<file path="src/rtl/proc_pkg.sv">
// Shared types for the 4-bit processor controller: opcodes, FSM states, widths.
// Decoded control bundle carried from instr_decoder to control_unit.
package proc_pkg;

  localparam int INSTR_W = 12;
  localparam int DATA_W  = 4;
  localparam int RF_AW   = 3;
  localparam int DM_AW   = 4;

  typedef enum logic [2:0] {
    OP_LOAD  = 3'b000,
    OP_STORE = 3'b001,
    OP_ADD   = 3'b101,
    OP_SUB   = 3'b110
  } opcode_t;

  typedef enum logic [2:0] {
    IDLE,
    FETCH,
    DECODE,
    EXEC,
    WB
  } state_t;

  typedef struct packed {
    logic             writes_rf;
    logic             writes_dm;
    logic             wb_sel;
    logic             alu_op;
    logic             illegal;
    logic [RF_AW-1:0] ra1;
    logic [RF_AW-1:0] ra2;
    logic [RF_AW-1:0] wa;
    logic [DM_AW-1:0] dm_addr;
  } ctrl_t;

endpackage

</file>
<file path="src/rtl/instr_decoder.sv">
// Combinational IR -> control field decode, zero latency, no flow control.
// Fields are ungated here; control_unit qualifies them by FSM state.
module instr_decoder
  import proc_pkg::*;
(
  input  logic [INSTR_W-1:0] ir,
  output ctrl_t              ctrl
);

  opcode_t op;

  assign op = opcode_t'(ir[11:9]);

  always_comb begin
    ctrl = '0;
    case (op)
      OP_LOAD: begin
        ctrl.writes_rf = 1'b1;
        ctrl.dm_addr   = ir[7:4];
        ctrl.wa        = ir[2:0];
      end
      OP_STORE: begin
        ctrl.writes_dm = 1'b1;
        ctrl.dm_addr   = ir[7:4];
        ctrl.ra2       = ir[2:0];
      end
      OP_ADD, OP_SUB: begin
        ctrl.writes_rf = 1'b1;
        ctrl.wb_sel    = 1'b1;
        ctrl.alu_op    = (op == OP_SUB);
        ctrl.ra1       = ir[5:3];
        ctrl.ra2       = ir[2:0];
        ctrl.wa        = ir[8:6];
      end
      default: ctrl.illegal = 1'b1;
    endcase
  end

endmodule

</file>
<file path="src/rtl/control_unit.sv">
// Multi-cycle controller: FETCH/DECODE/EXEC/WB, one instruction per 4 cycles.
// Started by run (back to back) or step (single instruction from IDLE).
module control_unit
  import proc_pkg::*;
#(
  parameter int IM_DEPTH = 16
) (
  input  logic                        clk,
  input  logic                        reset,
  input  logic                        run,
  input  logic                        step,
  input  logic [INSTR_W-1:0]          im_data,
  output logic [$clog2(IM_DEPTH)-1:0] im_addr,
  output logic [RF_AW-1:0]            rf_ra1,
  output logic [RF_AW-1:0]            rf_ra2,
  output logic [RF_AW-1:0]            rf_wa,
  output logic                        rf_we,
  output logic                        wb_sel,
  output logic [DM_AW-1:0]            dm_addr,
  output logic                        dm_we,
  output logic                        alu_op,
  output logic                        busy,
  output logic                        illegal
);

  localparam int PC_W = $clog2(IM_DEPTH);

  state_t             state;
  logic [PC_W-1:0]    pc;
  logic [INSTR_W-1:0] ir;
  ctrl_t              ctrl;
  logic               decoded;

  instr_decoder u_dec (
    .ir   (ir),
    .ctrl (ctrl)
  );

  always_ff @(posedge clk) begin
    if (reset) begin
      state <= IDLE;
      pc    <= '0;
      ir    <= '0;
    end else begin
      case (state)
        IDLE:    if (run || step) state <= FETCH;
        FETCH: begin
          ir    <= im_data;
          state <= DECODE;
        end
        DECODE:  state <= EXEC;
        EXEC:    state <= WB;
        WB: begin
          pc    <= pc + 1'b1;
          state <= run ? FETCH : IDLE;
        end
        default: state <= IDLE;
      endcase
    end
  end

  assign decoded = (state == DECODE) || (state == EXEC) || (state == WB);
  assign im_addr = pc;
  assign busy    = (state != IDLE);

  // Strobes are masked by reset so an abandoned instruction never commits.
  always_comb begin
    rf_ra1  = '0;
    rf_ra2  = '0;
    rf_wa   = '0;
    dm_addr = '0;
    wb_sel  = 1'b0;
    alu_op  = 1'b0;
    if (decoded) begin
      rf_ra1  = ctrl.ra1;
      rf_ra2  = ctrl.ra2;
      rf_wa   = ctrl.wa;
      dm_addr = ctrl.dm_addr;
      wb_sel  = ctrl.wb_sel;
      alu_op  = ctrl.alu_op;
    end
    rf_we   = (state == WB)   && ctrl.writes_rf && !reset;
    dm_we   = (state == EXEC) && ctrl.writes_dm && !reset;
    illegal = (state == WB)   && ctrl.illegal   && !reset;
  end

endmodule

</file>
<file path="config.mk">
export PLATFORM = sky130hd
export DESIGN_NAME = control_unit
export DESIGN_NICKNAME = d
export VERILOG_FILES = /design/src/rtl/proc_pkg.sv /design/src/rtl/instr_decoder.sv /design/src/rtl/control_unit.sv
export SDC_FILE = /design/constraint.sdc
export NUM_CORES = 1
export LEC_CHECK = 0
export ABC_AREA = 1
export BUFFER_PORTS_ARGS = -buffer_cell sky130_fd_sc_hd__buf_2
export CAP_MARGIN = 30
export CORE_UTILIZATION = 35
export DETAILED_ROUTE_END_ITERATION = 8
export GPL_TIMING_DRIVEN = 0
export PLACE_DENSITY = 0.62
export SYNTH_ARGS = -nofsm -noshare
export SYNTH_HDL_FRONTEND = slang
export SYNTH_SLANG_ARGS = --single-unit
</file>
<file path="constraint.sdc">
create_clock -name clk -period 1.3 [get_ports clk]
set_input_delay 0.195 -clock clk [delete_from_list [all_inputs] [get_ports clk]]
set_output_delay 0.195 -clock clk [all_outputs]
set_load 0.005 [all_outputs]
</file>
Yosys cells after proc, flatten, opt, wreduce, memory -nomap -nowiden
Index checks and enable logic that the tools add are counted.

word-level totals
  bits in registers = 19
  input bits = 16
  output and inout bits = 23
  word-level logic and storage cells = 47

cells by class
  add/sub/neg operators = 1
  eq/ne operators = 8
  muxes and demuxes = 17
  reductions and logical operators = 18

operators by type and width
  cell                 number
  $mux 3               6
  $pmux 3 s5           1
  $eq 3x3->1 const B   3
  $mux 4               2
  $eq 3x1->1 const B   2
  $eq 3x2->1 const B   2
  $logic_and 1x1->1    6
  $logic_not 3->1      2
  $mux 1               6
  $pmux 3 s2           1
  $reduce_or 3->1      2
  $add 4x1->4 const B  1
  $reduce_or 2->1      2
  $reduce_or 4->1      1
  $logic_or 1x1->1     3
  $reduce_bool 3->1    1
  $mux 2               1
  $ne 2x2->1 const B   1
  $logic_not 1->1      1

Logic depth before layout (Yosys ltp)
  depth in word-level cells = 5
  mapped depth = 7
  mapped depth without buffers = 6

Hierarchy
Synthesis repeated with hierarchy kept, for this count alone.

unflattened totals
  cells, all modules = 177
  area total of the unflattened synthesis = 1146.1 um^2

by module, submodules not included
  module         times used  cells each  area an instance (um^2)  seq. area each (um^2)
  control_unit   1           136         958.4                    380.4
  instr_decoder  1           41          187.7                    0.0

Worst setup path after synthesis
OpenSTA, ideal clock, no wires.

  path type = reg2out
  from = reg state[1]
  to = out rf_ra2[0]
  arrival = 926 ps
  data required time = 1105 ps
  path slack = 179 ps
  stages on the path, launching flop included = 7
  buffers on the path = 1
  cells stage by stage = dfxtp_1 > nor2_2 > nand2_2 > o21ai_2 > inv_2 > buf_6 > nor2_1

between the ends
  word-level cells in the longest chain between the ends = 4
  elaborated cells on any way between the ends = 6
  classes of those cells = eq/ne (3); mux (1); reduce/logical (2)

RTL lines
  item                    RTL line            RTL
  from (decl)             control_unit.sv:28  state_t state;
  from (signal assigned)  control_unit.sv:55  state <= run ? FETCH : IDLE;
  $eq 3x2->1              control_unit.sv:62  assign decoded = (state == DECODE) || (state == EXEC) || (state == WB);
  $logic_or 1x1->1        control_unit.sv:62
  $logic_or 1x1->1 *      control_unit.sv:62
  $mux 3 *                control_unit.sv:74  if (decoded) begin
  to (decl)               control_unit.sv:15  output logic [RF_AW-1:0] rf_ra2,

Mark *: on every way between the ends. The rest lies on a longest branch, timed or not.

Worst setup path in the final report
  from = reg state[0]
  to = out rf_we

between the ends
  word-level cells in the longest chain between the ends = 3

RTL lines
  item                             RTL line            RTL
  $eq 3x3->1                       control_unit.sv:82  rf_we = (state == WB) && ctrl.writes_rf && !reset;
  $logic_and 1x1->1 (2 in series)  control_unit.sv:82
  to (decl)                        control_unit.sv:17  output logic rf_we,

No other way between the ends.

==> results_dict.tcl <==
set metrics [dict create \
    post-route-util_pct 55.69 \
    die_w_um 56.64 \
    dp_hpwl_um 1924 \
    p_switching_uw 480.6 \
    multi_input_area_um2 660.6 \
    cts_root_buffer "clkbuf_4" \
    synth_top_cells_by_area "dfxtp_1 36%, nand2_1 14%, nor2_1 11%" \
    nets 224 \
    synthDistinctLibCells 24 \
    p_leak_nw 0.7157 \
    status "complete, but fails checks" \
    drtIter0Drc 22 \
    clockPowerShare_pct 21.6 \
    timing.rr.end "ir[9]" \
    holdWs_ns 0.1098 \
    p_int_uw 936.2 \
    cts_buffer_depth 2 \
    worst_setup_path_startpoint "state[0]" \
    p_comb_share_pct 30.7 \
    core_area_um2 2781 \
    rr_worst_depth 6 \
    hold_class "input port to flop" \
    ant_nets 0 \
    fmax_mhz 651.3 \
    failed_checks "negative setup slack" \
    switching_share_pct 33.92 \
    synthCells 153 \
    fp.dieH_um 56.64 \
    grt_pass1_vias 1019 \
    synth.avg_cell_area_um2 6.828 \
    rr_startpoint "state[0]" \
    track_usage_pct 17.38 \
    clk_latency_ns 0.30 \
    worst_slack_ns -0.2354 \
    drc 0 \
    area.sequential_um2 397.9 \
    place.gp.congestion 0.7735 \
    synth_area_leader_cell "dfxtp_1" \
    crit_type "flop to output port" \
    start_kind "flop" \
    drive_above_1_share_pct 50.00 \
    via_count 1153 \
    overflow 0 \
    max_cap_violations 0 \
    grt_max_degree 13 \
    cp-end-kind "output port" \
    syn_area_um2 1045 \
    cts_hold_buf 0 \
    wirelength_um 2834 \
    vdd_drop_max_mv 0.5299 \
    finalSetupViolCount 18 \
    first_pass_iters 4 \
    fillCellCount 286 \
    antenna-diode-count 0 \
    place_inst 222 \
    cts_tree "yes" \
    portBuffers 38 \
    relSlewSlack_pct 63.11 \
    design.die.area_um2 3208 \
    h-tree-depth 1 \
    io_pins 39 \
    cts-buffers-inserted 3 \
    wire_per_inst_um 11.96 \
    post_drt_via_cell_ratio 4.865 \
    path_clk_slew_ns 0.11 \
    hold_viol 0 \
    ys_ff_latch 19 \
    start_util_pct 37.56 \
    syn_nets 170 \
    cellPowerDensity_nw_per_um2 914.7 \
    yosys_warnings 0 \
    synth_top_area_share_pct 36.41 \
    reg2reg_slack_ns 0.09 \
    crit_required_ns 1.11 \
    fin_crit_sh_pct 118.1 \
    cp_max_fo 3 \
    syn2layout_area_growth_pct 48.26 \
    critPathArrivalTime_ns 1.34 \
    fin_cells 237 \
    p_total_mw 1.417 \
    synth-seq-area-share_pct 36.41 \
    rows 19 \
    fin_worst_skew_ns 0.003731 \
    crit_path_end "rf_we" \
    tns_ns -3.593 \
    tightest_slew_ns 0.5534 \
    antenna_found_initial 0 \
    seq_power_share_pct 47.7 \
    period_needed_ns 1.535 \
    grt_setup_unrepaired "true" \
    grt_first_pass_wirelength_um 4353 \
    slew_viol_final 0 \
    clkSinkCount 19 \
]
[cell usage in the layout, fill, tap and decap left out, types with 5 or more instances in the layout]
cell	netlist	final
nor2_1	31	25
nand2_1	38	34
dfxtp_1	19	13
buf_6	2	6
a21oi_1	7	7
nand4_1	7	7
a21oi_2	5	5
buf_4	1	9
buf_2	0	37
nand2_2	5	8
inv_1	10	5
[power by group through the flow]
stage	clock network [mW]	logic, mW	registers [mW]
after floorplan	0	0.242	0.665
after global placement	0	0.317	0.672
after detailed placement	0	0.326	0.673
after CTS	0.301	0.392	0.676
after global routing	0.335	0.478	0.683
final	0.306	0.435	0.676
[metrics by stage]
stage,instance area (µm²),setup slack [ns]
finish,1549,-0.2354
CTS,1440,-0.2332
global placement,1274,-0.005501
global route,1549,-0.3193
floorplan,1045,0.1786
detailed placement,1274,-0.03329
[routing by layer]
metal	wire length (µm)	up-vias	share of wire (%)	GRT usage (%)
met5	0	-	0	0
met4	63	0	2.2	9.756
met3	108	7	3.8	2.304
met2	1414	28	50	29.75
met1	1248	518	44	20.71
li1	-	600	-	-
[cells in the mapped netlist (all sizes together)]
cell type   n
a21oi      12
o21ai       3
nand2      43
o21bai      1
dfxtp      19
nand3      11
nor3        3
ha          1
nor2       32
clkinv      1
buf         4
inv        13
clkbuf      2
nand4       7
xor2        1
[sequential cells by signal, indices dropped and copies added, names as in the netlist]
signal	count
ir	12
im_addr	4
state	3
[repair_timing]
item,CTS,global route
pin swaps,8,4
buffers inserted,5,7
gates cloned,1,0
resized for setup,37,17
setup endpoints to repair,19,21
[logic make-up after synthesis]
kind of cell	share of synthesized area (%)
simple gates	40.48
flops	36.41
compound gates	10.06
fa+ha+maj	1.197
xor+xnor	0.8385
buf+inv	11.02
[cell type report]
class,instances,area share (%)
timing repair buffer,50,19.22
clock buffer,4,1.696
tap,31,2.504
sequential,19,25.69
buffer,5,3.554
inverter,14,4.685
multi-input combinational,114,42.65
[worst max-delay path: stages, from the launching register on]
cell,delay [ns]
dfxtp_2,0.35
nor2_4,0.12
buf_4,0.14
nand3_2,0.09
o21bai_1,0.18
inv_1,0.06
buf_2,0.10
[how the worst min path moves through the flow]
| stage | from | end | slack, ns | depth (start not counted) |
|---|---|---|---|---|
| final | step | state[0] | 0.11 | 3 |
| after global routing | im_data[10] | ir[10] | 0.11 | 3 |
| after CTS | im_data[11] | ir[11] | 0.12 | 3 |
| after global placement | step | state[0] | 0.41 | 3 |
| after floorplan | step | state[0] | 0.32 | 2 |
| after detailed placement | step | state[0] | 0.42 | 3 |
(Power assumes the default switching activity.)
